File: config.mk
export PLATFORM = sky130hd
export DESIGN_NAME = slow_access_timer
export DESIGN_NICKNAME = d
export VERILOG_FILES = /design/src/rtl/slow_access_timer_pkg.sv /design/src/rtl/slow_tick_div.sv /design/src/rtl/slow_access_timer.sv
export SDC_FILE = /design/constraint.sdc
export NUM_CORES = 1
export LEC_CHECK = 0
export ABC_AREA = 1
export CAP_MARGIN = 25
export CORE_MARGIN = 3
export CORE_UTILIZATION = 53
export CTS_CLUSTER_DIAMETER = 60
export CTS_CLUSTER_SIZE = 24
export DETAILED_ROUTE_END_ITERATION = 16
export GPL_TIMING_DRIVEN = 0
export PLACE_DENSITY = 0.79
export SYNTH_ARGS = -nofsm -noshare
export SYNTH_HDL_FRONTEND = slang
export SYNTH_SLANG_ARGS = --single-unit
export TNS_END_PERCENT = 5
File: constraint.sdc
create_clock -name CLK -period 2.9 [get_ports CLK]
set_input_delay 0.58 -clock CLK [delete_from_list [all_inputs] [get_ports CLK]]
set_output_delay 0.58 -clock CLK [all_outputs]
set_load 0.03 [all_outputs]
File: src/rtl/slow_access_timer_pkg.sv
// Shared definitions for the slow-access timer: FSM state encoding and the
// special SlowTimeout codes.
package slow_access_timer_pkg;

    typedef enum logic [1:0] {
        ST_IDLE   = 2'd0,
        ST_ACCESS = 2'd1,
        ST_COUNT  = 2'd2,
        ST_HOLD   = 2'd3
    } slowState_t;

    localparam logic [3:0] SLOW_TO_NONE = 4'h0;
    localparam logic [3:0] SLOW_TO_HOLD = 4'hF;

endpackage

File: src/rtl/slow_tick_div.sv
// Timeout prescaler: counts CLK cycles while enabled and issues a one-cycle
// tick on the cycle it wraps from PRESCALE-1 back to 0.
module slow_tick_div #(
    parameter int PRESCALE = 1024
) (
    input  logic CLK,
    input  logic nPOR,
    input  logic en,
    input  logic clr,
    output logic tick
);

    localparam int W = $clog2(PRESCALE);
    localparam logic [W-1:0] LAST = W'(PRESCALE - 1);

    logic [W-1:0] preCnt;

    assign tick = en && !clr && (preCnt == LAST);

    always_ff @(posedge CLK or negedge nPOR) begin
        if (!nPOR) begin
            preCnt <= '0;
        end else if (clr) begin
            preCnt <= '0;
        end else if (en) begin
            preCnt <= tick ? '0 : preCnt + W'(1);
        end
    end

endmodule

File: src/rtl/slow_access_timer.sv
// Requests slow CPU speed on accesses to slow-enabled I/O devices and holds
// the request for SlowTimeout prescaled ticks after the access ends.
module slow_access_timer
    import slow_access_timer_pkg::*;
#(
    parameter int PRESCALE = 1024
) (
    input  logic       CLK,
    input  logic       nPOR,
    input  logic       BACT,
    input  logic       IACKCS,
    input  logic       VIACS,
    input  logic       IWMCS,
    input  logic       SCCCS,
    input  logic       SCSICS,
    input  logic       SndCSWR,
    input  logic       SlowIACK,
    input  logic       SlowVIA,
    input  logic       SlowIWM,
    input  logic       SlowSCC,
    input  logic       SlowSCSI,
    input  logic       SlowSnd,
    input  logic       SlowClockGate,
    input  logic [3:0] SlowTimeout,
    output logic       SlowReq,
    output logic       SlowGate
);

    slowState_t state, stateNxt;
    logic [3:0] tickCnt, tickCntNxt;
    logic       hit, tick, reqNxt;

    assign hit = BACT & |{IACKCS  & SlowIACK,
                          VIACS   & SlowVIA,
                          IWMCS   & SlowIWM,
                          SCCCS   & SlowSCC,
                          SCSICS  & SlowSCSI,
                          SndCSWR & SlowSnd};

    // Prescaler only runs in COUNT; a retriggering hit discards any partial tick.
    slow_tick_div #(.PRESCALE(PRESCALE)) tickDiv (
        .CLK  (CLK),
        .nPOR (nPOR),
        .en   (state == ST_COUNT),
        .clr  (hit || (state != ST_COUNT)),
        .tick (tick)
    );

    always_comb begin
        stateNxt   = state;
        tickCntNxt = tickCnt;
        if (hit) begin
            stateNxt   = ST_ACCESS;
            tickCntNxt = SlowTimeout;
        end else begin
            case (state)
                ST_IDLE: ;
                ST_ACCESS: begin
                    if (SlowTimeout == SLOW_TO_NONE)      stateNxt = ST_IDLE;
                    else if (SlowTimeout == SLOW_TO_HOLD) stateNxt = ST_HOLD;
                    else                                  stateNxt = ST_COUNT;
                end
                ST_COUNT: begin
                    // Counter may hold 0 if SlowTimeout moved during ACCESS; treat as final tick.
                    if (tick) begin
                        if (tickCnt <= 4'd1) begin
                            stateNxt   = ST_IDLE;
                            tickCntNxt = '0;
                        end else begin
                            tickCntNxt = tickCnt - 4'd1;
                        end
                    end
                end
                ST_HOLD: begin
                    if (SlowTimeout == SLOW_TO_NONE) begin
                        stateNxt = ST_IDLE;
                    end else if (SlowTimeout != SLOW_TO_HOLD) begin
                        stateNxt   = ST_COUNT;
                        tickCntNxt = SlowTimeout;
                    end
                end
                default: stateNxt = ST_IDLE;
            endcase
        end
    end

    assign reqNxt = (stateNxt != ST_IDLE);

    always_ff @(posedge CLK or negedge nPOR) begin
        if (!nPOR) begin
            state    <= ST_IDLE;
            tickCnt  <= '0;
            SlowReq  <= 1'b0;
            SlowGate <= 1'b0;
        end else begin
            state    <= stateNxt;
            tickCnt  <= tickCntNxt;
            SlowReq  <= reqNxt;
            SlowGate <= reqNxt && SlowClockGate;
        end
    end

endmodule

Word level (Yosys, flattened, before mapping)
Index checks and enable logic that the tools add are counted.
{ "classes": {"order_cmp": 1, "shift": 0, "n_addsub": 2, "div": 0, "eq_ne": 10, "n_reduce_logical": 11, "n_bitwise": 7, "mux": 17, "n_mul": 0} }
{ "ops": {"columns": ["cell", "n"], "rows": [
  ["$mux W10", 3],
  ["$mux W4", 5],
  ["$mux W2", 6],
  ["$add A10 B1 Y10 const B", 1],
  ["$eq A10 B10 Y1 const B", 1],
  ["$ne A3 B3 Y1 const B", 3],
  ["$pmux W4 S2", 1],
  ["$and A1 B1 Y1", 7],
  ["$pmux W2 S3", 1],
  ["$reduce_or A6 Y1", 1],
  ["$eq A2 B2 Y1 const B", 2],
  ["$eq A4 B4 Y1 const B", 1],
  ["$le A4 B1 Y1 const B", 1],
  ["$logic_not A4 Y1", 1],
  ["$ne A4 B4 Y1 const B", 1],
  ["$reduce_and A4 Y1", 1],
  ["$reduce_bool A2 Y1", 2],
  ["$sub A4 B1 Y4 const B", 1],
  ["$logic_and A1 B1 Y1", 3],
  ["$reduce_bool A3 Y1", 1],
  ["$eq A2 B1 Y1 const B", 1],
  ["$ne A2 B2 Y1 const B", 1],
  ["$logic_not A1 Y1", 1],
  ["$logic_or A1 B1 Y1", 1],
  ["$mux W1", 1]
]} }
{ "totals": {"input_bits": 20, "mem_count": 0, "word_cells": 53, "register_bits": 18, "out_inout_bits": 2, "mem_bits_rw": 0, "romBits": 0, "latchBits": 0} }

Longest topological paths before layout
{ "depth": {"depth_word": 12, "mapped_depth": 10, "depth_no_buf": 10} }

Hierarchy
Synthesis repeated with hierarchy kept, for this count alone.
{ "hier_totals": {"hier_cells": 180, "hier_area_um2": 1242.4} }
{ "modules_own_cells": {"columns": ["mod", "seq_area_each_um2", "cells_per_inst", "area_per_inst_um2", "n_inst"], "rows": [
  ["slow_tick_div", 250.2, 88, 635.6, 1],
  ["slow_access_timer", 200.2, 92, 606.8, 1]
]} }

Worst setup path after synthesis
OpenSTA, ideal clock, no wires.
{ "synth_timing": {"kind": "input port to flip-flop", "startpoint": "input port VIACS", "endpoint": "register tickCnt[0]", "setup_slack_ns": 1.474, "n_path_buf": 0, "setup_time_ns": 0.116, "t_arrival_ns": 1.310, "required_time_ns": 2.784, "path_stages": 10, "path_cell_list": "nand2_1 > nand2_1 > nor2_1 > nand2_2 > nand2_4 > nand3_4 > nand2_4 > inv_4 > nand2_1 > nand2_1"} }
{ "synth_via": {"elab_chain_len": 9, "elab_cells_between_ends": 13, "cone_classes": "3 x eq/ne; 1 x mux; 2 x bitwise; 7 x reduce/logical"} }
{ "synth_lines": {"columns": ["item", "line", "source"], "rows": [
  ["start: declaration", "slow_access_timer.sv:12", "input logic VIACS,"],
  ["$and A1 B1 Y1 (*)", "slow_access_timer.sv:34", "VIACS & SlowVIA,"],
  ["$reduce_or A6 Y1 (*)", "slow_access_timer.sv:33", "assign hit = BACT & |{IACKCS & SlowIACK,"],
  ["$and A1 B1 Y1 (*)", "slow_access_timer.sv:33", null],
  ["$logic_or A1 B1 Y1", "slow_access_timer.sv:45", ".clr (hit || (state != ST_COUNT)),"],
  ["$logic_not A1 Y1", "slow_tick_div.sv:18", "assign tick = en && !clr && (preCnt == LAST);"],
  ["$logic_and A1 B1 Y1 (2 in a row)", "slow_tick_div.sv:18", null],
  ["$ne A3 B3 Y1 (no source line)", null, null],
  ["$reduce_and A4 Y1 (no source line)", null, null],
  ["end signal: assignment", "slow_access_timer.sv:97", "tickCnt <= tickCntNxt;"],
  ["end: declaration", "slow_access_timer.sv:30", "logic [3:0] tickCnt, tickCntNxt;"]
]} }
Every way passes the cells marked *; elsewhere a longest branch is shown, timed or not.
A chain may end at the register's enable or synchronous reset.

Worst setup path after layout
{ "layout_timing": {"startpoint": "register SlowReq", "endpoint": "output port SlowReq"} }
{ "layout_rtl": {"columns": ["item", "line", "source"], "rows": [
  ["start: declaration", "slow_access_timer.sv:25", "output logic SlowReq,"],
  ["start signal: assignment", "slow_access_timer.sv:98", "SlowReq <= reqNxt;"]
]} }
No word-level cell between the ends.

==> impl_metrics.py <==
metrics = {
    "synth": {
        "syn_nets": 162,
        "yosysTopAreaCell": "dfrtp_1",
        "synth_commonest_cells": "nand2_1 (44), nor2_1 (19), dfrtp_1 (18)",
        "synth_top_area_share": 0.425,
        "synthCells": 139,
        "avgSynthCellArea_sq_um": 7.62,
        "synth.area.top_cells": "dfrtp_1 (43%), nand2_1 (16%), nor2_1 (6.7%)",
        "ys_ff_latch": 18,
        "synth_cell_type_count": 18,
        "synth_most_common_cell": "nand2_1",
        "ys_warn_count": 0,
        "yosysSeqAreaShare": 0.425,
        "synth_edf_count": 0,
        "async_reset_ff_frac": 1.00,
        "ys.flop_type": "dfrtp_1",
        "syn_area_sq_um": 1060,
    },
    "clock_network": {
        "cts.clk_slew.worst_paths_ns": 0.10,
        "clock_latency_ns": 0.29,
        "cts_buffer_depth": 2,
        "cts-resized-gates": 0,
        "post_cts_buffers": 0,
        "cts_root_buf": "clkbuf_4",
        "postCtsHoldBufs": 0,
        "cts_buffers": 3,
        "cts_max_level": 1,
        "cts_tree": "yes",
        "cts_sinks": 18,
    },
    "setup_path": {
        "slowest_delay_ns": 0.67,
        "cp_max_fo": 1,
        "crit_family": "buffers and inverters",
        "path_class": "reg2out",
        "r2r_start": "tickCnt[0]",
        "worstReg2RegEnd": "SlowGate",
        "cp-start-kind": "register",
        "critPathBufInv": 1,
        "crit_chain": "clkdlybuf4s50_1",
        "cp.required_ns": 2.32,
        "arrival_ns": 1.30,
        "cp_slowest_cell": "clkdlybuf4s50_1",
        "rr_worst_depth": 9,
        "end_kind": "primary output",
        "rrSetupSlack_ns": 1.28,
        "path_depth": 1,
    },
    "timing": {
        "maxClockFrequency_mhz": 533,
        "period_needed_ns": 1.88,
        "setup_violations": 0,
        "fin_setup_tns_ns": 0,
        "postLayoutSetupSlackWorst_ns": 1.02,
        "rsz0062_at_grt": "false",
        "skew_ns": 0.00710,
        "hold_slack_ns": 0.485,
        "maxSlewViolCount": 0,
        "fin_crit_sh": 0.647,
        "worstMarginPinSlew_ns": 0.769,
        "finalHoldViolations": 0,
        "relSlewSlack": 0.486,
    },
    "grt": {
        "grt_overflow": 0,
        "grt_pass1_vias": 936,
        "grt_usage": 0.204,
        "grt_pass1_wl_um": 3940,
        "grt_antenna_before_repair": 0,
        "grt_start_max_net_pins": 19,
    },
    "hold_path": {
        "holdPathStages": 1,
        "worstHoldPathType": "reg2reg",
        "hold_end": "tickDiv.preCnt[0]",
        "hold_path.startpoint": "tickDiv.preCnt[0]",
    },
    "placed_design": {
        "place_congestion": 0.861,
        "dp_hpwl_um": 1760,
        "dpl_cell_area_sq_um": 1300,
        "dpl.cell_count": 185,
        "port-buffer-count": 21,
        "place_ws_ns": 0.911,
    },
    "power": {
        "peakVddDrop_v": 0.000480,
        "p_leak_nw": 0.667,
        "totalPowerFinal_mw": 0.703,
        "power.density_nw_per_um2": 526,
    },
    "routing": {
        "drtPass1Iterations": 4,
        "vias": 932,
        "drcViolationCount": 0,
        "drt_iter0_markers": 10,
        "routed_wl_um": 2210,
        "wl_per_cell_um": 11.7,
        "postRouteAntennaNets": 0,
        "vias_per_cell": 4.93,
    },
    "die": {
        "initial_core_util": 0.588,
        "coreArea_sq_um": 1800,
        "die_y_um": 50.7,
        "num_rows": 15,
        "die_x_um": 50.7,
        "io-pin-count": 22,
        "dieArea_sq_um": 2570,
    },
    "finish": {
        "postLayoutCoreUtil": 0.742,
        "multiInputGateArea_sq_um": 543,
        "fill_cells": 159,
        "finalNonFillerCells": 189,
        "register_area_sq_um": 450,
        "antenna_cells": 0,
        "layout-drive-gt1-share": 0.0732,
        "area_growth_pct": 26.2,
        "final_area_sq_um": 1340,
        "nNetsFinal": 188,
    },
    "status": {
        "status": "complete, no violations",
    },
    "flow_run": {
        "maxCapViolations": 0,
    },
}
worst max-delay path by stage:
stage          startpoint    endpoint  slack [ns]
2_1_floorplan       VIACS  tickCnt[0]        1.47
3_3_place_gp        VIACS  tickCnt[1]        0.94
3_5_place_dp      SlowVIA  tickCnt[1]        0.91
4_1_cts          SlowGate    SlowGate        1.01
5_1_grt           SlowReq     SlowReq        0.96
6_report          SlowReq     SlowReq        1.02
cells by family (layout without fill, tap and decap cells):
family	Yosys count	count (layout)	share of synthesized area
AOI/OAI and AO/OA	5	5	0.0260
xor gates and xnor gates	8	8	0.0661
adders and majority gates	3	3	0.0354
buffers and inverters	17	42	0.0626
DFF	18	18	0.425
and+or+nand+nor	88	88	0.385
flip-flops by register name, indices dropped and copies added, names as in the netlist:
signal	flops
state	2
SlowGate	1
SlowReq	1
tickDiv.preCnt	10
tickCnt	4
layout by cell type (no fill, tap or decap):
cell             netlist  final
nor3_1                 2      2
a21boi_0               1      1
nand2_4                2      2
nand2_1               44     44
clkbuf_4               0      3
nand3_4                1      1
ha_1                   3      3
clkdlybuf4s50_1        0     21
nand3_2                2      2
xnor2_1                3      3
inv_1                 16     16
nor2_1                19     19
dfrtp_1               18     18
o21ai_0                4      4
nor2_4                 1      1
inv_4                  1      1
clkbuf_8               0      1
nand3_1               13     13
nand2_2                1      1
nand4_1                3      3
xor2_1                 5      5
power by group:
group,internal [mW],switching [mW]
Combinational,0.0996,0.140
Clock,0.0765,0.0774
Sequential,0.282,0.0272
routing by layer:
layer,up-vias,track usage,share of wire
met5,-,0,0
met2,15,0.363,0.53
li1,484,-,-
met3,4,0.0712,0.048
met1,429,0.235,0.41
met4,0,0.0404,0.011
area by class of cell:
| type | count | area share |
|---|---|---|
| Multi-Input combinational cell | 104 | 0.406 |
| Sequential cell | 18 | 0.337 |
| Timing Repair Buffer | 21 | 0.157 |
| Tap cell | 25 | 0.0234 |
| Inverter | 17 | 0.0496 |
| Clock buffer | 4 | 0.0271 |
Note: power is estimated with default switching activity, not from simulation.
